File: src/rtl/vcb_mod_cled.sv
// Modulus-m up/down counter with a runtime modulus, wrap/saturate mode,
// sticky terminal-event flag and a cascade enable for chaining digits.
module vcb_mod_cled #(
    parameter int unsigned WIDTH   = 8,
    parameter int unsigned SAT_DEF = 0
) (
    input  logic             clk,
    input  logic             clr_n,
    input  logic             ce,
    input  logic             up,
    input  logic             l,
    input  logic [WIDTH-1:0] di,
    input  logic [WIDTH-1:0] m,
    input  logic             sat_wr,
    input  logic             sat_in,
    input  logic             ovf_clr,
    output logic [WIDTH-1:0] q,
    output logic             tc,
    output logic             ceo,
    output logic             ovf
);

    localparam logic [WIDTH-1:0] ONE = WIDTH'(1);

    logic [WIDTH-1:0] r_q;
    logic             r_ovf;
    logic             r_sat;

    logic [WIDTH-1:0] w_q_nxt;
    logic [WIDTH-1:0] w_load_val;
    logic             w_term;
    logic             w_tc;

    assign w_load_val = (di <= m) ? di : m;
    assign w_tc       = up ? (r_q >= m) : (r_q == '0);

    // A count above a lowered modulus is pulled back to m when counting
    // down; that recovery is not a terminal event.
    always_comb begin
        w_q_nxt = r_q;
        w_term  = 1'b0;
        if (l) begin
            w_q_nxt = w_load_val;
        end else if (ce) begin
            if (up) begin
                if (r_q < m) begin
                    w_q_nxt = r_q + ONE;
                end else begin
                    w_term  = 1'b1;
                    w_q_nxt = r_sat ? m : '0;
                end
            end else begin
                if (r_q > m) begin
                    w_q_nxt = m;
                end else if (r_q == '0) begin
                    w_term  = 1'b1;
                    w_q_nxt = r_sat ? '0 : m;
                end else begin
                    w_q_nxt = r_q - ONE;
                end
            end
        end
    end

    always_ff @(posedge clk or negedge clr_n) begin
        if (!clr_n) begin
            r_q   <= '0;
            r_ovf <= 1'b0;
            r_sat <= (SAT_DEF != 0);
        end else begin
            r_q <= w_q_nxt;
            if (w_term) begin
                r_ovf <= 1'b1;
            end else if (ovf_clr) begin
                r_ovf <= 1'b0;
            end
            if (sat_wr) begin
                r_sat <= sat_in;
            end
        end
    end

    assign q   = r_q;
    assign tc  = w_tc;
    assign ceo = ce & w_tc & ~l;
    assign ovf = r_ovf;

endmodule

File: config.mk
export PLATFORM = sky130hd
export DESIGN_NAME = vcb_mod_cled
export DESIGN_NICKNAME = d
export VERILOG_FILES = /design/src/rtl/vcb_mod_cled.sv
export SDC_FILE = /design/constraint.sdc
export NUM_CORES = 1
export LEC_CHECK = 0
export ABC_AREA = 1
export BUFFER_PORTS_ARGS = -buffer_cell sky130_fd_sc_hd__buf_2
export CORE_MARGIN = 2
export CORE_UTILIZATION = 56
export DETAILED_ROUTE_END_ITERATION = 6
export PLACE_DENSITY = 0.78
export RECOVER_POWER = 50
export SYNTH_ARGS = -nofsm -noshare
export SYNTH_HDL_FRONTEND = slang
export SYNTH_SLANG_ARGS = --single-unit
File: constraint.sdc
create_clock -name clk -period 2 [get_ports clk]
set_input_delay 0.4 -clock clk [delete_from_list [all_inputs] [get_ports clk]]
set_output_delay 0.4 -clock clk [all_outputs]
set_load 0.02 [all_outputs]
==> results.toml <==
[clock_tree]
clk_pin_slew_ps = 70
htreeDepth = 1
cts_buffers = 3
cts_num_sinks = 10
cts_root_buf = "clkbuf_4"
clk_path_buf_depth = 2
clk_latency_ps = 280
cts_tree = "yes"

[cells_and_area]
layout.nets = 395
final_cell_mix = "nand2_1 (65), nor2_1 (42), buf_4 (35)"
layout_commonest_cell = "nand2_1"
antenna_cells = 0
syn_to_final_growth_pct = 33.1
fin_util_pct = 78.2
drive_gt1_share_pct = 32.5
fillCellCount = 238

[worst_setup_path]
critPathLaunchType = "flop"
crit_cells = 12
critPathMaxStageDelay_ps = 450
cp.arrival_ps = 1870
r2r-start = "q[1]"
critPathLaunch = "q[1]"
crit_fanout = 4
cpMaxStageDelayCell = "dfrtp_2"
cp.required_ps = 1600
reg2reg_to = "q[3]"
crit_path_end = "ceo"
worstSetupEndpointType = "primary output"
cp_cell_sequence = "ha_4 -> nand2_2 -> nand2_1 -> nand2_1 -> nand2_1 -> nand2_2 -> nand2_2 -> inv_4 -> nand3_2 -> nand2_2 -> nor3_4 -> buf_6"
cpMostUsedCell = "nand2_2"
r2r.worst_path.cells = 14
rrSetupSlack_ps = 70
cp_top_family = "simple AND/OR/NAND/NOR gates"
crit_buf_inv = 2
crit_type = "flop to primary output"

[yosys]
synthCells = 285
synth_enable_flop_cells = 0
synthFlopType = "dfrtp_1"
synth_area_per_cell_um2 = 6.24
async_reset_ff_share_pct = 100
synth_compound_area_share_pct = 11.3
netlist_area_um2 = 1780
synth_top_family_by_area = "simple AND/OR/NAND/NOR gates"
seq_area_frac_synth_pct = 14.1
yosys.area_share.simple_pct = 45.0
synth_fa_ha_area_share_pct = 13.4
yosys_warnings = 0
synth-xor-area-share_pct = 4.92
synthesis.nets = 328
ys_seq_elements = 10
synthMuxAreaShare_pct = 0
yosys.cell_types.count = 31

[die]
core_um2 = 3030
initial_utilization_pct = 58.8
die_x_um = 60.4
die_h_um = 60.4
dieArea_um2 = 3640
pin_count = 35
core.rowCount = 20

[global_route]
antenna_found_initial = 0
grt_max_degree = 18
grt_use_total_pct = 30.7
grt_pass1_wl_um = 8390
grt_pass1_vias = 1907
grt_overflow_total = 0

[power]
total_leakage_power_uw = 0.00129
p_per_area_nw_per_um2 = 683
clock_power_share_pct = 12.1
power_switching_uw = 796
combPwrFrac_pct = 70.2
swShare_pct = 49.2
seqPwrFrac_pct = 17.7
finalPower_uw = 1620
ir_worst_vdd_mv = 0.476
p_int_uw = 821

[detailed_routing]
dr.pass1.iters = 4
vias = 2101
routed_via_density = 5.32
wl_per_cell_um = 12.8
wl_um = 5050
detail-route-antenna-nets = 0
drt-initial-drc-count = 119
drcViolationCount = 0

[status]
status = "finished with violations"
violations = "negative setup slack"

[timing]
fmax_mhz = 441
drv_slew = 0
tightest_slew_ps = 632
rsz0062_at_grt = "true"
setup_violations = 2
final.setup.tns_ps = -447
timing.final.ws_setup_ps = -266
timing.final.hold_violations = 0
max_slew_margin_pct = 57.8
min_period_ps = 2270
skew_ps = 6.52
fin_crit_sh_pct = 113

[placed_design]
hpwl_um = 4110
dpl_worst_slack_ps = -144
gp_congestion = 0.873
numPortBuffers = 34

[hold_path]
hold_class = "input port to flop"
min_from = "ovf_clr"

[job]
cap_violations = 0
## cell usage after synthesis, types with 2 or more instances
cell type | instances | area, µm²
nand2_1 | 70 | 263
nand4_2 | 2 | 25.0
o21ai_0 | 9 | 45.0
nand2_4 | 2 | 22.5
nor2_1 | 42 | 158
dfrtp_1 | 10 | 250
nor2_2 | 3 | 18.8
nand3_1 | 35 | 175
inv_2 | 3 | 11.3
xor2_1 | 8 | 70.1
nor3_1 | 3 | 15.0
nor2_8 | 2 | 40.0
ha_1 | 19 | 238
inv_1 | 30 | 113
nand2_2 | 3 | 18.8
a21oi_1 | 24 | 120
buf_6 | 5 | 56.3
xnor2_1 | 2 | 17.5
## layer usage
layer | track usage, % | up-vias | part of all wire (%) | routed length [µm]
li1 | - | 1064 | - | -
met1 | 39.6 | 940 | 43 | 2190
met2 | 53.0 | 74 | 47 | 2370
met3 | 4.90 | 23 | 6.6 | 333
met4 | 8.89 | 0 | 3.1 | 159
met5 | 0 | - | 0 | 0
## area by class of cell
cell class	count	area (µm²)	share of cell area, %
inverter	33	129	5.44
sequential	10	260	11.0
tap	44	55.1	2.33
clock buffer	4	36.3	1.53
multi-input combinational	234	1440	60.8
timing repair buffer	70	448	18.9
## power by group through the flow
stage	clock network (µW)	registers (µW)	logic [µW]
final	196	286	1140
after global routing	206	291	1260
after CTS	199	283	1090
after detailed placement	0	287	1070
after global placement	0	284	1040
after floorplan	0	359	697
## worst min-delay path by stage
| stage | end | depth (start not counted) | slack (ps) |
|---|---|---|---|
| 3_3_place_gp | q[4] | 1 | 280 |
| 3_5_place_dp | q[6] | 1 | 280 |
| 4_1_cts | ovf | 2 | 310 |
| 5_1_grt | ovf | 2 | 300 |
| 6_report | ovf | 2 | 310 |
| 2_1_floorplan | ovf | 0 | 100 |
## state kept, by name, summed over array words and instances, names as in the netlist
signal  flops
ovf         1
q           8
r_sat       1
## cell families after synthesis
kind of cell             Yosys count
AND/OR/NAND/NOR                  167
AO/OA/AOI/OAI                     38
adder cells (fa/ha/maj)           19
XOR/XNOR                          10
flip-flops                        10
buffers and inverters             41
## metrics by stage
| stage | cell area [µm²] | instances | hold WS [ps] |
|---|---|---|---|
| finish | 2370 | 395 | 314 |
| global route | 2370 | 395 | 302 |
| CTS | 2320 | 392 | 314 |
| detailed placement | 2260 | 386 | 283 |
| global placement | 2260 | 386 | 277 |
| floorplan | 1880 | 285 | 104 |
## worst reg2reg max path, delay by kind of cell (launching register included)
family	cells	cell delay, ps
buf+inv	1	200
compound gates	1	140
simple gates	11	770
flops	1	450
fa+ha+maj	1	290
## repair_timing
action,in CTS,in global routing
endpoints found under the hold margin,10,0
resized for setup,5,5
pin swaps,6,6
setup buffers,1,4
hold buffers,1,0
setup endpoints to repair,2,8
Note: power is estimated with default switching activity, not from simulation.
